==> src/rtl/multicycle_ctrl_if.sv <==
// Control/handshake bundle between the multicycle sequencer and the shared
// memory / register-file / ALU datapath.
interface multicycle_ctrl_if;
  logic [31:0] inst;
  logic        zero;
  logic        mem_ack;
  logic        mem_rd;
  logic        mem_wr;
  logic        i_or_d;
  logic        ir_wr;
  logic        pc_wr;
  logic [1:0]  pc_src;
  logic        alu_src_a;
  logic [1:0]  alu_src_b;
  logic [2:0]  alu_op;
  logic        ext_op;
  logic        reg_dst;
  logic        mem_to_reg;
  logic        reg_wr;
  logic        retire;
  logic        trap;
  logic [1:0]  trap_cause;
  logic [3:0]  state;

  modport master (
    input  inst, zero, mem_ack,
    output mem_rd, mem_wr, i_or_d, ir_wr, pc_wr, pc_src, alu_src_a, alu_src_b,
           alu_op, ext_op, reg_dst, mem_to_reg, reg_wr, retire, trap, trap_cause, state
  );

  modport slave (
    output inst, zero, mem_ack,
    input  mem_rd, mem_wr, i_or_d, ir_wr, pc_wr, pc_src, alu_src_a, alu_src_b,
           alu_op, ext_op, reg_dst, mem_to_reg, reg_wr, retire, trap, trap_cause, state
  );
endinterface

==> src/rtl/multicycle_ctrl.sv <==
// Multicycle sequencer for the MIPS-subset datapath: walks each instruction through
// fetch/decode/execute/memory/writeback, with memory-handshake timeout and illegal-op traps.
module multicycle_ctrl #(
  parameter int unsigned MEM_TIMEOUT     = 15,
  parameter bit          TRAP_ON_ILLEGAL = 1'b1
) (
  input logic               clk,
  input logic               rst,
  multicycle_ctrl_if.master bus
);

  typedef enum logic [3:0] {
    S_FETCH     = 4'd0,
    S_DECODE    = 4'd1,
    S_MEM_ADDR  = 4'd2,
    S_MEM_READ  = 4'd3,
    S_MEM_WB    = 4'd4,
    S_MEM_WRITE = 4'd5,
    S_EXEC_R    = 4'd6,
    S_R_WB      = 4'd7,
    S_EXEC_I    = 4'd8,
    S_I_WB      = 4'd9,
    S_BRANCH    = 4'd10,
    S_JUMP      = 4'd11,
    S_TRAP      = 4'd15
  } state_t;

  typedef struct packed {
    logic       mem_rd;
    logic       mem_wr;
    logic       i_or_d;
    logic       ir_wr;
    logic       pc_wr;
    logic [1:0] pc_src;
    logic       alu_src_a;
    logic [1:0] alu_src_b;
    logic [2:0] alu_op;
    logic       ext_op;
    logic       reg_dst;
    logic       mem_to_reg;
    logic       reg_wr;
    logic       retire;
    logic       trap;
    logic [1:0] trap_cause;
    logic [3:0] state;
  } ctl_t;

  localparam logic [5:0] OP_R    = 6'h00;
  localparam logic [5:0] OP_J    = 6'h02;
  localparam logic [5:0] OP_BEQ  = 6'h04;
  localparam logic [5:0] OP_BNE  = 6'h05;
  localparam logic [5:0] OP_ADDI = 6'h08;
  localparam logic [5:0] OP_LW   = 6'h23;
  localparam logic [5:0] OP_SW   = 6'h2B;

  localparam logic [2:0] ALU_ADD = 3'b000;
  localparam logic [2:0] ALU_SUB = 3'b001;
  localparam logic [2:0] ALU_AND = 3'b010;
  localparam logic [2:0] ALU_OR  = 3'b011;
  localparam logic [2:0] ALU_SLT = 3'b100;
  localparam logic [2:0] ALU_SLL = 3'b101;

  localparam logic [1:0] CAUSE_ILLEGAL = 2'b01;
  localparam logic [1:0] CAUSE_MEM     = 2'b10;

  state_t     cur, nxt;
  logic [7:0] wait_cnt, wait_nxt;
  logic [1:0] cause_q, cause_nxt;
  logic [5:0] op, funct;
  logic       r_ok;
  logic [2:0] r_aop;
  logic       timed_out;
  ctl_t       c, o;
  logic       unused_inst_bits;

  assign op               = bus.inst[31:26];
  assign funct            = bus.inst[5:0];
  assign timed_out        = (wait_cnt == 8'(MEM_TIMEOUT));
  assign unused_inst_bits = ^bus.inst[25:6];

  always_comb begin
    r_ok  = 1'b1;
    r_aop = ALU_ADD;
    case (funct)
      6'h20:   r_aop = ALU_ADD;
      6'h22:   r_aop = ALU_SUB;
      6'h24:   r_aop = ALU_AND;
      6'h25:   r_aop = ALU_OR;
      6'h2A:   r_aop = ALU_SLT;
      6'h00:   r_aop = ALU_SLL;
      default: r_ok  = 1'b0;
    endcase
  end

  always_ff @(posedge clk or posedge rst) begin
    if (rst) begin
      cur      <= S_FETCH;
      wait_cnt <= '0;
      cause_q  <= '0;
    end else begin
      cur      <= nxt;
      wait_cnt <= wait_nxt;
      cause_q  <= cause_nxt;
    end
  end

  // wait_nxt defaults to 0 so any state change (or ack) clears the timeout count.
  always_comb begin
    c         = '0;
    nxt       = cur;
    wait_nxt  = '0;
    cause_nxt = cause_q;
    c.state   = cur;
    case (cur)
      S_FETCH: begin
        c.mem_rd    = 1'b1;
        c.alu_src_b = 2'b01;
        if (bus.mem_ack) begin
          c.ir_wr = 1'b1;
          c.pc_wr = 1'b1;
          nxt     = S_DECODE;
        end else if (timed_out) begin
          nxt       = S_TRAP;
          cause_nxt = CAUSE_MEM;
        end else begin
          wait_nxt = wait_cnt + 8'd1;
        end
      end
      S_DECODE: begin
        c.alu_src_b = 2'b11;
        c.ext_op    = 1'b1;
        if (op == OP_R && r_ok)              nxt = S_EXEC_R;
        else if (op == OP_LW || op == OP_SW) nxt = S_MEM_ADDR;
        else if (op == OP_ADDI)              nxt = S_EXEC_I;
        else if (op == OP_BEQ || op == OP_BNE) nxt = S_BRANCH;
        else if (op == OP_J)                 nxt = S_JUMP;
        else if (TRAP_ON_ILLEGAL) begin
          nxt       = S_TRAP;
          cause_nxt = CAUSE_ILLEGAL;
        end else begin
          nxt = S_FETCH;
        end
      end
      S_MEM_ADDR: begin
        c.alu_src_a = 1'b1;
        c.alu_src_b = 2'b10;
        c.ext_op    = 1'b1;
        nxt         = (op == OP_LW) ? S_MEM_READ : S_MEM_WRITE;
      end
      S_MEM_READ: begin
        c.mem_rd = 1'b1;
        c.i_or_d = 1'b1;
        if (bus.mem_ack) begin
          nxt = S_MEM_WB;
        end else if (timed_out) begin
          nxt       = S_TRAP;
          cause_nxt = CAUSE_MEM;
        end else begin
          wait_nxt = wait_cnt + 8'd1;
        end
      end
      S_MEM_WB: begin
        c.reg_wr     = 1'b1;
        c.mem_to_reg = 1'b1;
        c.retire     = 1'b1;
        nxt          = S_FETCH;
      end
      S_MEM_WRITE: begin
        c.mem_wr = 1'b1;
        c.i_or_d = 1'b1;
        if (bus.mem_ack) begin
          c.retire = 1'b1;
          nxt      = S_FETCH;
        end else if (timed_out) begin
          nxt       = S_TRAP;
          cause_nxt = CAUSE_MEM;
        end else begin
          wait_nxt = wait_cnt + 8'd1;
        end
      end
      S_EXEC_R: begin
        c.alu_src_a = 1'b1;
        c.alu_op    = r_aop;
        nxt         = S_R_WB;
      end
      S_R_WB: begin
        c.reg_wr  = 1'b1;
        c.reg_dst = 1'b1;
        c.alu_op  = r_aop;
        c.retire  = 1'b1;
        nxt       = S_FETCH;
      end
      S_EXEC_I: begin
        c.alu_src_a = 1'b1;
        c.alu_src_b = 2'b10;
        c.ext_op    = 1'b1;
        nxt         = S_I_WB;
      end
      S_I_WB: begin
        c.reg_wr = 1'b1;
        c.retire = 1'b1;
        nxt      = S_FETCH;
      end
      S_BRANCH: begin
        c.alu_src_a = 1'b1;
        c.alu_op    = ALU_SUB;
        c.pc_src    = 2'b01;
        c.pc_wr     = ((op == OP_BEQ) && bus.zero) || ((op == OP_BNE) && !bus.zero);
        c.retire    = 1'b1;
        nxt         = S_FETCH;
      end
      S_JUMP: begin
        c.pc_src = 2'b10;
        c.pc_wr  = 1'b1;
        c.retire = 1'b1;
        nxt      = S_FETCH;
      end
      default: begin
        c.trap       = 1'b1;
        c.trap_cause = cause_q;
        nxt          = S_TRAP;
      end
    endcase
  end

  // Outputs are forced low combinationally for the whole time rst is asserted.
  assign o = rst ? '0 : c;

  assign bus.mem_rd     = o.mem_rd;
  assign bus.mem_wr     = o.mem_wr;
  assign bus.i_or_d     = o.i_or_d;
  assign bus.ir_wr      = o.ir_wr;
  assign bus.pc_wr      = o.pc_wr;
  assign bus.pc_src     = o.pc_src;
  assign bus.alu_src_a  = o.alu_src_a;
  assign bus.alu_src_b  = o.alu_src_b;
  assign bus.alu_op     = o.alu_op;
  assign bus.ext_op     = o.ext_op;
  assign bus.reg_dst    = o.reg_dst;
  assign bus.mem_to_reg = o.mem_to_reg;
  assign bus.reg_wr     = o.reg_wr;
  assign bus.retire     = o.retire;
  assign bus.trap       = o.trap;
  assign bus.trap_cause = o.trap_cause;
  assign bus.state      = o.state;

endmodule

==> src/flat_wrapper.sv <==
// flat-port wrapper written by rule: the top's interface ports become plain ports
module multicycle_ctrl_flat 
#(
  parameter int unsigned MEM_TIMEOUT     = 15,
  parameter bit          TRAP_ON_ILLEGAL = 1'b1
)
  (clk, rst, bus_inst, bus_zero, bus_mem_ack, bus_mem_rd, bus_mem_wr, bus_i_or_d, bus_ir_wr, bus_pc_wr, bus_pc_src, bus_alu_src_a, bus_alu_src_b, bus_alu_op, bus_ext_op, bus_reg_dst, bus_mem_to_reg, bus_reg_wr, bus_retire, bus_trap, bus_trap_cause, bus_state);
  multicycle_ctrl_if bus_i ();
  input logic clk;
  input logic rst;
  input wire logic [$bits(bus_i.inst)-1:0] bus_inst;
  input wire logic [$bits(bus_i.zero)-1:0] bus_zero;
  input wire logic [$bits(bus_i.mem_ack)-1:0] bus_mem_ack;
  output wire logic [$bits(bus_i.mem_rd)-1:0] bus_mem_rd;
  output wire logic [$bits(bus_i.mem_wr)-1:0] bus_mem_wr;
  output wire logic [$bits(bus_i.i_or_d)-1:0] bus_i_or_d;
  output wire logic [$bits(bus_i.ir_wr)-1:0] bus_ir_wr;
  output wire logic [$bits(bus_i.pc_wr)-1:0] bus_pc_wr;
  output wire logic [$bits(bus_i.pc_src)-1:0] bus_pc_src;
  output wire logic [$bits(bus_i.alu_src_a)-1:0] bus_alu_src_a;
  output wire logic [$bits(bus_i.alu_src_b)-1:0] bus_alu_src_b;
  output wire logic [$bits(bus_i.alu_op)-1:0] bus_alu_op;
  output wire logic [$bits(bus_i.ext_op)-1:0] bus_ext_op;
  output wire logic [$bits(bus_i.reg_dst)-1:0] bus_reg_dst;
  output wire logic [$bits(bus_i.mem_to_reg)-1:0] bus_mem_to_reg;
  output wire logic [$bits(bus_i.reg_wr)-1:0] bus_reg_wr;
  output wire logic [$bits(bus_i.retire)-1:0] bus_retire;
  output wire logic [$bits(bus_i.trap)-1:0] bus_trap;
  output wire logic [$bits(bus_i.trap_cause)-1:0] bus_trap_cause;
  output wire logic [$bits(bus_i.state)-1:0] bus_state;
  assign bus_i.inst = bus_inst;
  assign bus_i.zero = bus_zero;
  assign bus_i.mem_ack = bus_mem_ack;
  assign bus_mem_rd = bus_i.mem_rd;
  assign bus_mem_wr = bus_i.mem_wr;
  assign bus_i_or_d = bus_i.i_or_d;
  assign bus_ir_wr = bus_i.ir_wr;
  assign bus_pc_wr = bus_i.pc_wr;
  assign bus_pc_src = bus_i.pc_src;
  assign bus_alu_src_a = bus_i.alu_src_a;
  assign bus_alu_src_b = bus_i.alu_src_b;
  assign bus_alu_op = bus_i.alu_op;
  assign bus_ext_op = bus_i.ext_op;
  assign bus_reg_dst = bus_i.reg_dst;
  assign bus_mem_to_reg = bus_i.mem_to_reg;
  assign bus_reg_wr = bus_i.reg_wr;
  assign bus_retire = bus_i.retire;
  assign bus_trap = bus_i.trap;
  assign bus_trap_cause = bus_i.trap_cause;
  assign bus_state = bus_i.state;
  multicycle_ctrl #(.MEM_TIMEOUT(MEM_TIMEOUT), .TRAP_ON_ILLEGAL(TRAP_ON_ILLEGAL)) u_core (.clk(clk), .rst(rst), .bus(bus_i));
endmodule
==> config.mk <==
export PLATFORM = sky130hd
export DESIGN_NAME = multicycle_ctrl_flat
export DESIGN_NICKNAME = d
export VERILOG_FILES = /design/src/rtl/multicycle_ctrl_if.sv /design/src/rtl/multicycle_ctrl.sv /design/src/flat_wrapper.sv
export SDC_FILE = /design/constraint.sdc
export NUM_CORES = 1
export LEC_CHECK = 0
export CAP_MARGIN = 40
export CORE_ASPECT_RATIO = 1.5
export CORE_MARGIN = 4
export CORE_UTILIZATION = 43
export DETAILED_ROUTE_END_ITERATION = 16
export PLACE_DENSITY = 0.85
export SYNTH_ARGS = -nofsm -noshare
export SYNTH_HDL_FRONTEND = slang
export SYNTH_SLANG_ARGS = --single-unit
==> constraint.sdc <==
create_clock -name clk -period 2.7 [get_ports clk]
set_clock_uncertainty 0.2 [all_clocks]
set_input_delay 0.675 -clock clk [delete_from_list [all_inputs] [get_ports clk]]
set_output_delay 0.675 -clock clk [all_outputs]
set_load 0.02 [all_outputs]
-- Yosys cells after proc, flatten, opt, wreduce, memory -nomap -nowiden
Cells that the tools add are included.
- bits in registers: 14
- output and inout port bits: 25
- input bits: 36
- word-level logic and storage cells: 99
- reductions and logical operators: 23
- mux-type cells: 42
- $add $sub $neg: 1
- equal/unequal tests: 30
- operators by type and width (cell ; number):
    $eq 6x6->1 const B ; 7
    $mux 4 ; 8
    $pmux 4 s8 ; 1
    $mux 25 ; 1
    $mux 8 ; 3
    $eq 4x3->1 const B ; 4
    $eq 4x4->1 const B ; 4
    $mux 2 ; 8
    $pmux 3 s5 ; 1
    $eq 6x3->1 const B ; 2
    $logic_not 6->1 ; 2
    $ne 2x2->1 const B ; 6
    $reduce_or 12->1 ; 1
    $mux 1 ; 11
    $mux 3 ; 3
    $reduce_or 3->1 ; 3
    $add 8x1->8 const B ; 1
    $eq 4x2->1 const B ; 2
    $eq 8x4->1 const B ; 1
    $pmux 2 s2 ; 2
    $reduce_and 8->1 ; 1
    $reduce_or 2->1 ; 4
    $eq 6x2->1 const B ; 1
    $eq 6x4->1 const B ; 1
    other kinds (14) ; 18

-- Depth between registers and ports, before layout
- depth after elaboration: 7
- gate-level depth with buffers: 5
- mapped depth without buffers: 5

-- Worst setup path after synthesis
OpenSTA, ideal clock, no wires.
- path kind: input -> output
- start point: input port rst
- end point: output port bus_alu_op[2]
- arrival time: 2.190 ns
- setup slack: -0.365 ns
- stages on the path: 3
- data required time: 1.825 ns
- path buffers: 0
- path through: and2b_1 nand3b_1 a2111oi_0
- cells in the longest elaborated chain, start to end: 1
- ends and longest elaborated chain (element ; line ; source):
    from (decl) ; flat_wrapper.sv:10 ; input logic rst;
    $mux 25 ; multicycle_ctrl.sv:227 ; assign o = rst ? '0 : c;
    to (decl) ; flat_wrapper.sv:22 ; output wire logic [$bits(bus_i.alu_op)-1:0] bus_alu_op;
Every way passes these cells.

-- Final worst setup path
- start point: input port rst
- end point: output port bus_state[3]
- cells in the longest elaborated chain, start to end: 1
- ends and longest elaborated chain (element ; line ; source):
    $mux 25 ; multicycle_ctrl.sv:227 ;
    to (decl) ; flat_wrapper.sv:30 ; output wire logic [$bits(bus_i.state)-1:0] bus_state;
Every way passes these cells.

==> run summary <==
Leakage Power = 0.944 nW
Total CTS buffers = 3
Post-synthesis register bit count = 14
Setup-failing EPs final = 0
Fmax = 377 MHz
CP Capture Type = primary output
H-tree Lvls = 1
Critical-path maximum fanout = 12
Number of global-route vias before repair = 1515
Worst-case hold slack = 0.253 ns
Overflow after GRT = 0
CP Data Arrival Time = 1.77 ns
FP Rows = 23
Clock buffer depth = 2
Worst hold path class = reg2reg
Most common cell after layout, fill and taps aside = buf_4
Initial core utilization = 0.453
Largest vdd supply drop = 0.651 mV
Most frequent cells in the layout = 32 x buf_4, 27 x nor2_1, 17 x dlygate4sd2_1, 14 x dfrtp_1, 9 x nand2_1
Antenna diode count = 0
DR pass1 iterations = 4
PwrDens = 792 nW/um^2
Die area = 3790 um^2
Mapped cell area = 1230 um^2
Routed WL = 3930 um
Async set-reset flop share out of synthesis = 1.00
Port Buf Inserts = 40
Final setup margin = 0.0503 ns
Die Wd = 51.6 um
Number of synthesis warnings = 0
Post-Synthesis Cells = 155
Fin. Hold Viols = 0
CTS tree = done
Largest net degree at the start of global routing = 15
Worst path required time = 1.82 ns
Cts hold-fix bufs = 0
Worst-skew pair later-pin latency = 0.25 ns
Post-layout util = 0.717
Number of setup buffers added after CTS = 0
Worst Setup Path Type = in2out
DP HPWL = 2990 um
DIE HEIGHT = 73.4 um
GRT Overall Usage = 0.219
Final GP Congestion = 0.829
Root buffer cell = clkbuf_8
Area grow syn2layout = 58.2%
Layout cells sized above 1 = 0.311
CP Cell Sequence = dlygate4sd2_1 > buf_6 > nor2_1 > clkdlybuf4s50_1
Worst slack, placed = -0.718 ns
Slew @ Worst Pin = 0.508 ns
Clock slew at reported path FFs = 0.06 ns
Startpoint Class = primary input
Final period util = 0.981
Critical Path Max Stage Delay = 0.60 ns
Slowest CP cell = clkdlybuf4s50_1
Antenna Nets Post-Route = 0
Cell Area, Placed = 1870 um^2
Syn_nets = 192
RSZ-0062 raised after global routing = false
Detailed-route via count = 1462
Max_slew headroom = 0.653
Post-synthesis cell type count = 49
Via density = 5.58
Initial DRC Count = 38
Final net count = 263
DR WL/cell = 15.0 um
Io pins = 61
Core ar. = 2710 um^2
Synth Flop Type = dfrtp_1
Drc violations = 0
Status = finished, final reports clean
CTS Sinks = 14
Antenna violations before repair = 0
Number of flops mapped to enable cells by yosys = 0
Design Area, Final = 1940 um^2
Seq/Total Area, Yosys = 0.286
Max-slew violations = 0
Global-route wire length before repair = 6470 um
Minimum clock period = 2.65 ns
Max cap viols = 0
Syn_area_per_cell = 7.91 um^2
[metal layers]
metal,track usage,part of all wire,vias up
met4,0.0904,0.017,0
met5,0,0,-
met2,0.414,0.54,43
met3,0.0325,0.053,8
li1,-,-,701
met1,0.236,0.39,710
[logic make-up (layout without fill, tap and decap cells)]
kind of cell | after synthesis | count (layout) | share of synthesized area
adders and majority gates | 1 | 1 | 0.0102
buffers and inverters | 13 | 83 | 0.0582
DFF | 14 | 14 | 0.286
AOI/OAI and AO/OA | 35 | 35 | 0.211
and+or+nand+nor | 82 | 82 | 0.363
xor gates and xnor gates | 10 | 10 | 0.0714
[final cells by class]
class / count / area [um^2]
Fill cell: 225 / 766
Tap cell: 37 / 46.3
Inverter: 6 / 22.5
Multi-Input combinational cell: 128 / 860
Sequential cell: 14 / 350
Timing Repair Buffer: 73 / 606
Clock buffer: 4 / 55.1
[worst max-delay path, delay by kind of cell]
kind | cells | cell delay, ns
AND/OR/NAND/NOR | 1 | 0.08
buffers and inverters | 3 | 1.01
[sequential cells by signal, summed over array words and instances, names as in the netlist]
register / flops
u_core.cur: 4
u_core.wait_cnt: 8
u_core.cause_q: 2
[synthesized netlist by cell type, types with 3 or more instances]
cell type  instances  share of area
xnor2_1            4          0.029
nor2b_1            4          0.020
nor2_1            27          0.083
nand2b_1           3          0.015
o211ai_1           4          0.024
and3_1             8          0.041
inv_1              5          0.015
o21ai_0            7          0.029
a21oi_1            4          0.016
clkbuf_1           3         0.0092
a31oi_1            3          0.015
and2_1             3          0.015
nand2_1            9          0.028
a2111oi_0          4          0.029
dfrtp_1           14           0.29
nor3_1             6          0.024
xor2_1             6          0.043
nand3_1            4          0.016
[timing repair]
action | in CTS | in global routing
hold endpoints to repair | 0 | 0
gates resized for setup | 70 | 28
pin swaps | 2 | 4
setup endpoints to repair | 25 | 13
[metrics by stage]
stage                     power, mW   TNS (ns)  std cells
after floorplan               0.919     -0.486        155
after global placement         1.32     -10.36        258
after detailed placement       1.35     -11.25        258
after CTS                      1.52  -0.000865        262
after global routing           1.64          0        262
final                          1.54          0        262
[report_power, final]
part | total (mW) | switching (mW) | internal [mW]
clock | 0.205 | 0.0754 | 0.129
sequential | 0.289 | 0.0368 | 0.252
combinational | 1.04 | 0.584 | 0.459
total | 1.54 | 0.697 | 0.840
[path summary, 6_finish.rpt]
kind,from,to,slack (ns),cells past startpoint
max,rst,bus_state[3],0.05,4
min,u_core.wait_cnt[0],u_core.wait_cnt[0],0.25,1
max reg2reg,u_core.cur[1],u_core.cause_q[0],0.78,6
min reg2reg,u_core.wait_cnt[0],u_core.wait_cnt[0],0.25,1
max in group asynchronous,rst,u_core.wait_cnt[7],1.37,3
min in group asynchronous,rst,u_core.cur[2],0.58,3
No activity file was read; power rests on OpenSTA's default activity.
==> variant 1 (same settings) <==
`TRAP_ON_ILLEGAL` is set to 1'b1 in 2 places; all go to 1'b0.
--- a/src/rtl/multicycle_ctrl.sv
+++ b/src/rtl/multicycle_ctrl.sv
@@ -2,7 +2,7 @@
 // fetch/decode/execute/memory/writeback, with memory-handshake timeout and illegal-op traps.
 module multicycle_ctrl #(
   parameter int unsigned MEM_TIMEOUT     = 15,
-  parameter bit          TRAP_ON_ILLEGAL = 1'b1
+  parameter bit          TRAP_ON_ILLEGAL = 1'b0
 ) (
   input logic               clk,
   input logic               rst,
--- a/src/flat_wrapper.sv
+++ b/src/flat_wrapper.sv
@@ -2,7 +2,7 @@
 module multicycle_ctrl_flat 
 #(
   parameter int unsigned MEM_TIMEOUT     = 15,
-  parameter bit          TRAP_ON_ILLEGAL = 1'b1
+  parameter bit          TRAP_ON_ILLEGAL = 1'b0
 )
   (clk, rst, bus_inst, bus_zero, bus_mem_ack, bus_mem_rd, bus_mem_wr, bus_i_or_d, bus_ir_wr, bus_pc_wr, bus_pc_src, bus_alu_src_a, bus_alu_src_b, bus_alu_op, bus_ext_op, bus_reg_dst, bus_mem_to_reg, bus_reg_wr, bus_retire, bus_trap, bus_trap_cause, bus_state);
   multicycle_ctrl_if bus_i ();
Function: changed (a bounded check fails within 4 cycles, from zero or initial values and one cycle with rst high).
==> variant 1 against the unedited design <==
Design area fell by 8.9%. Count of clock-buffer cells in the layout did not move. Maximum frequency fell by 8.1%. Non-clock buffer count fell by 10. Wire length fell by 7.7%. Register-to-register slack got worse by 0.18 ns. Die area fell by 3.7%. The run now ends with setup timing left. Sequential cell count fell by 1. Area after synthesis fell by 4.3%. Worst setup slack got worse by 0.23 ns. Critical path type unchanged.
Power is left out: it rests on default switching activity, and per cell area and clock period it moved more than threefold.
==> variant 1: results (changes against the unedited design) <==
The tools report the post-place setup slack as -1.02 ns (-0.299 ns). Measured slew at the worst slew-check pin: 0.506 ns (-0.00202 ns). Overall track demand over capacity in global routing: 0.206 (-0.0134). The HPWL after detailed placement is 2850 um (-4.9%).

The number of setup violations in the final report is 1 (+1). The least setup slack across all paths after layout is -0.184 ns (-0.234 ns). Number of port buffers: 39 (-2.5%). The flow ran to the end, but the final reports show violations. The worst register-to-register path begins at u_core.cur[2]. The tools report the filler-free cell count of the finished design as 254 (-3.1%).

The tools report the net count of the finished layout as 256 (-2.7%). Ranked by instance count, the synthesized netlist is headed by 24 x sky130_fd_sc_hd__nor2_1, 13 x sky130_fd_sc_hd__dfrtp_1, 12 x sky130_fd_sc_hd__nor3_1. The instance area after placement is 0.00176 sq mm (-6.1%), and the pin count of the biggest net entering global routing is 24 (+9). The per-cell via count in the routed design came out at 5.43 (-2.7%).

In the final layout, the registers with the most flip-flops are u_core.wait_cnt (8), u_core.cur (4), u_core.cause_q (1). The final reports fail on setup timing. The arrival time of the worst setup path was 2.01 ns (+0.24 ns); the net count after synthesis was 198 (+3.1%). The run gives 231 (+2.7%) as the final-layout fill cell count.

The sum of negative setup slack was -0.184 ns (-0.184 ns). The initial detailed-routing violation count was 25 (-34%). The sequential-to-total area share from yosys stat is 0.277 (-0.00853), and the clock insertion delay at the later pin of the skew report is 0.29 ns (+0.04 ns).

The tools report the via count of the first global-routing pass as 1431 (-5.5%).
variant 1: worst paths after layout:
check / end / slack (ns) / depth (start not counted)
setup / recovery: bus_pc_wr / -0.18 / 6
hold / removal: u_core.wait_cnt[0] / 0.28 / 1
setup reg to reg: u_core.cur[1] / 0.60 / 5
hold reg to reg: u_core.wait_cnt[0] / 0.28 / 1
max in group asynchronous: u_core.cur[0] / 1.66 / 3
min in group asynchronous: u_core.cur[2] / 0.47 / 3
variant 1: cell type report:
cell class | count | area, sq um | share of cell area
Inverter | 7 | 26.3 | 0.0149
Multi-Input combinational cell | 131 | 813 | 0.460
Clock buffer | 4 | 26.3 | 0.0149
Timing Repair Buffer | 63 | 529 | 0.300
Sequential cell | 13 | 327 | 0.185
Tap cell | 36 | 45.0 | 0.0255
variant 1: cells by family after synthesis:
logic type,after synthesis,synth area share
simple gates,89,0.394
compound gates,30,0.174
buf+inv,17,0.0661
flops,13,0.277
xor+xnor,10,0.0746
fa+ha+maj,1,0.0107
other cells,1,0.00320
variant 1: timing repair:
action | 4_1_cts | 5_1_grt
pin swaps | 5 | 4
endpoints found under the hold margin | 0 | 0
gates cloned | 0 | 0
buffers inserted | 0 | 0
setup endpoints to repair | 24 | 9
resized for setup | 66 | 26
variant 1: worst max-delay path, stage by stage:
cell,delay (ns)
sky130_fd_sc_hd__buf_6,0.09
sky130_fd_sc_hd__or4_4,0.49
sky130_fd_sc_hd__or3_4,0.39
sky130_fd_sc_hd__a21oi_2,0.12
sky130_fd_sc_hd__o21a_2,0.13
sky130_fd_sc_hd__buf_6,0.11
variant 1: per-layer routing:
metal  GRT usage  vias up  wire (um)
li1            -      681          -
met1       0.207      663       1360
met2       0.411       33       2120
met3      0.0246        2        112
met4      0.0838        0         38
met5           0        -          0
==> variant 2 (same settings) <==
Without the edit above. Make the reset (`rst`) synchronous in one clocked block.
--- a/src/rtl/multicycle_ctrl.sv
+++ b/src/rtl/multicycle_ctrl.sv
@@ -92,7 +92,7 @@
     endcase
   end
 
-  always_ff @(posedge clk or posedge rst) begin
+  always_ff @(posedge clk) begin
     if (rst) begin
       cur      <= S_FETCH;
       wait_cnt <= '0;
Behaviour: no difference found for any inputs over 10 cycles, from zero or initial values and one cycle with rst high; that may be too few to reach the edited logic, so the function may still have changed.
==> variant 2 against the unedited design <==
The flow now finishes with violations (setup timing). Cell count shrank 1.1%. Sequential share of layout area shrank 2.2 points. Wire length shrank 11%. Sequential cell count is the same. Worst setup slack lost 0.058 ns. Design area shrank 8.1%. Power shrank 15%. Register-to-register slack lost 0.14 ns. First-iteration DRC count grew 5.3%. Area after synthesis shrank 6.8%. Critical path type unchanged. Largest power group unchanged.
==> variant 2: results (changes against the unedited design) <==
The weighted congestion at the end of routability-driven global placement was 0.877 (+5.7%). For the sequential-to-total area share from yosys stat, the log shows 0.245 (-0.0404). The final-layout fill cell count was 204 (-9.3%); the via count of the first global-routing pass was 1412 (-6.8%). In this run the critical register-to-register path is captured at u_core.wait_cnt[4]. The synthesized design spends more area on one cell type than any other, namely sky130_fd_sc_hd__dfxtp_1.

The run finished, with violations left. The detailed-route wire length was 3510 um (-11%). The reported leakage power came out at 0.833 nW (-12%). For the post-place setup slack, the log shows -0.673 ns (+0.0448 ns). In the final layout, the registers with the most flip-flops are u_core.wait_cnt (8), u_core.cur (4), u_core.cause_q (2). The net count after synthesis came out at 198 (+3.1%). The fraction of layout cells with a size suffix above 1 is 0.242 (-0.0690), and the average wire per cell in the routed design is 13.5 um (-9.8%). The HPWL after detailed placement came out at 2750 um (-8.1%). The measured slew at the worst slew-check pin is 0.435 ns (-0.0729 ns).

The logs give 161 (+3.9%) for the number of cells produced by synthesis and 24 (+9) for the pin count of the biggest net entering global routing. The critical path starts at bus_inst[2]. For the initial detailed-routing violation count, the log shows 40 (+5.3%).

The final reports fail on setup timing. After synthesis, the most frequently instantiated cells are 24 x sky130_fd_sc_hd__nor2_1, 14 x sky130_fd_sc_hd__dfxtp_1, 12 x sky130_fd_sc_hd__nand2_1. The least setup slack across all paths after layout is -0.00776 ns (-0.0580 ns), and the internal reg-to-reg setup slack is 0.64 ns (-0.14 ns). For the clock insertion delay at the later pin of the skew report, the log shows 0.28 ns (+0.03 ns). The share of synthesized registers carrying an async set or reset came out at 0 (-1.00). The maximum fanout along the worst path came out at 3 (-9).

For the detailed-routing iteration count for the pre-antenna-repair pass, the log shows 4 (unchanged). In this run the critical register-to-register path is launched from u_core.cur[1]. The register clock-pin slew on the reported worst setup and hold paths was 0.08 ns (+0.02 ns); the global-route wire length before repair was 5690 um (-12%). Count of antenna-violating nets left after detailed routing: 0 (unchanged). The worst-case vdd ir drop came out at 408 uV (-37%). For the overall track demand over capacity in global routing, the log shows 0.199 (-0.0200).

The worst hold path terminates at u_core.wait_cnt[0]. The run gives 0 (unchanged) as the number of post-CTS setup repair buffers. Sorting the synthesized cells by area gives the leading types as sky130_fd_sc_hd__dfxtp_1 25%, sky130_fd_sc_hd__nor2_1 7.9%, sky130_fd_sc_hd__and3_1 4.4%.

The cell depth of the worst flop-to-flop path works out to 5 (-1). The per-cell via count in the routed design works out to 5.57 (-0.23%). The tools report the required arrival time at the worst endpoint as 1.82 ns (about the same). The logs give -0.00776 ns (-0.00776 ns) for the sum of negative setup slack and 41 (-16%) for the number of library cell types mapped by synthesis. CTS placed an instance of sky130_fd_sc_hd__clkbuf_4 at the clock tree root. For the number of setup violations in the final report, the log shows 1 (+1). Worst min-delay path startpoint: u_core.wait_cnt[0]. For the net count of the finished layout, the log shows 261 (-0.76%).
-- variant 2: cell types whose count changed in the layout (fill, tap and decap cells not counted), moves of 5 or more --
cell / delta
sky130_fd_sc_hd__dfxtp_1: +12
sky130_fd_sc_hd__clkbuf_2: -6
sky130_fd_sc_hd__clkdlybuf4s50_1: +8
sky130_fd_sc_hd__or3_1: +5
sky130_fd_sc_hd__dfrtp_1: -14
-- variant 2: stage by stage --
step	power [mW]	cell area (sq um)	hold WS [ns]
final	1.31	1780	0.252
after global routing	1.39	1780	0.277
after CTS	1.28	1770	0.256
after floorplan	0.839	1160	0.217
after global placement	1.15	1760	0.229
after detailed placement	1.18	1760	0.240
-- variant 2: cell type report --
| class | count | area [sq um] | area share |
|---|---|---|---|
| Clock buffer | 4 | 36.3 | 0.0204 |
| Inverter | 5 | 18.8 | 0.0105 |
| Multi-Input combinational cell | 132 | 835 | 0.468 |
| Sequential cell | 14 | 283 | 0.159 |
| Tap cell | 36 | 45.0 | 0.0253 |
| Timing Repair Buffer | 68 | 566 | 0.317 |
-- variant 2: worst max-delay path, cell delays in order --
cell and delay, ns:
sky130_fd_sc_hd__dlygate4sd2_1 0.25, sky130_fd_sc_hd__or3_1 0.38, sky130_fd_sc_hd__a21oi_2 0.13, sky130_fd_sc_hd__nor2_1 0.05, sky130_fd_sc_hd__o31ai_2 0.17, sky130_fd_sc_hd__buf_4 0.18
-- variant 2: power by group --
part,switching [mW],total [mW],internal [mW]
clock,0.0673,0.149,0.0820
sequential,0.0581,0.306,0.248
combinational,0.465,0.851,0.386
-- variant 2: timing repair --
| action | 4_1_cts | 5_1_grt |
|---|---|---|
| gates resized for setup | 64 | 14 |
| pin swaps | 2 | 5 |
| setup endpoints to repair | 25 | 18 |
-- variant 2: how the worst max path moves through the flow --
stage | endpoint | slack, ns | depth (start not counted)
after global placement | bus_alu_op[0] | -0.65 | 6
after global routing | bus_alu_op[0] | -0.08 | 6
final | bus_alu_op[0] | -0.008 | 6
after CTS | bus_alu_op[0] | -0.001 | 6
after floorplan | bus_alu_op[2] | -0.03 | 3
after detailed placement | bus_alu_op[0] | -0.67 | 6
-- variant 2: cells by family (layout without fill, tap and decap cells) --
group / count (synthesis) / after routing / synth area share
flip-flops: 14 / 14 / 0.245
multiplexers: 1 / 1 / 0.00876
AO/OA/AOI/OAI: 33 / 33 / 0.196
XOR/XNOR: 10 / 10 / 0.0767
AND/OR/NAND/NOR: 87 / 87 / 0.399
buffers and inverters: 15 / 77 / 0.0635
adder cells (fa/ha/maj): 1 / 1 / 0.0110
-- variant 2: layer usage --
metal	global-route usage	up-vias	wire [um]
met3	0.0316	16	170
li1	-	704	-
met5	0	-	0
met1	0.200	662	1270
met4	0.117	0	132
met2	0.372	60	1930
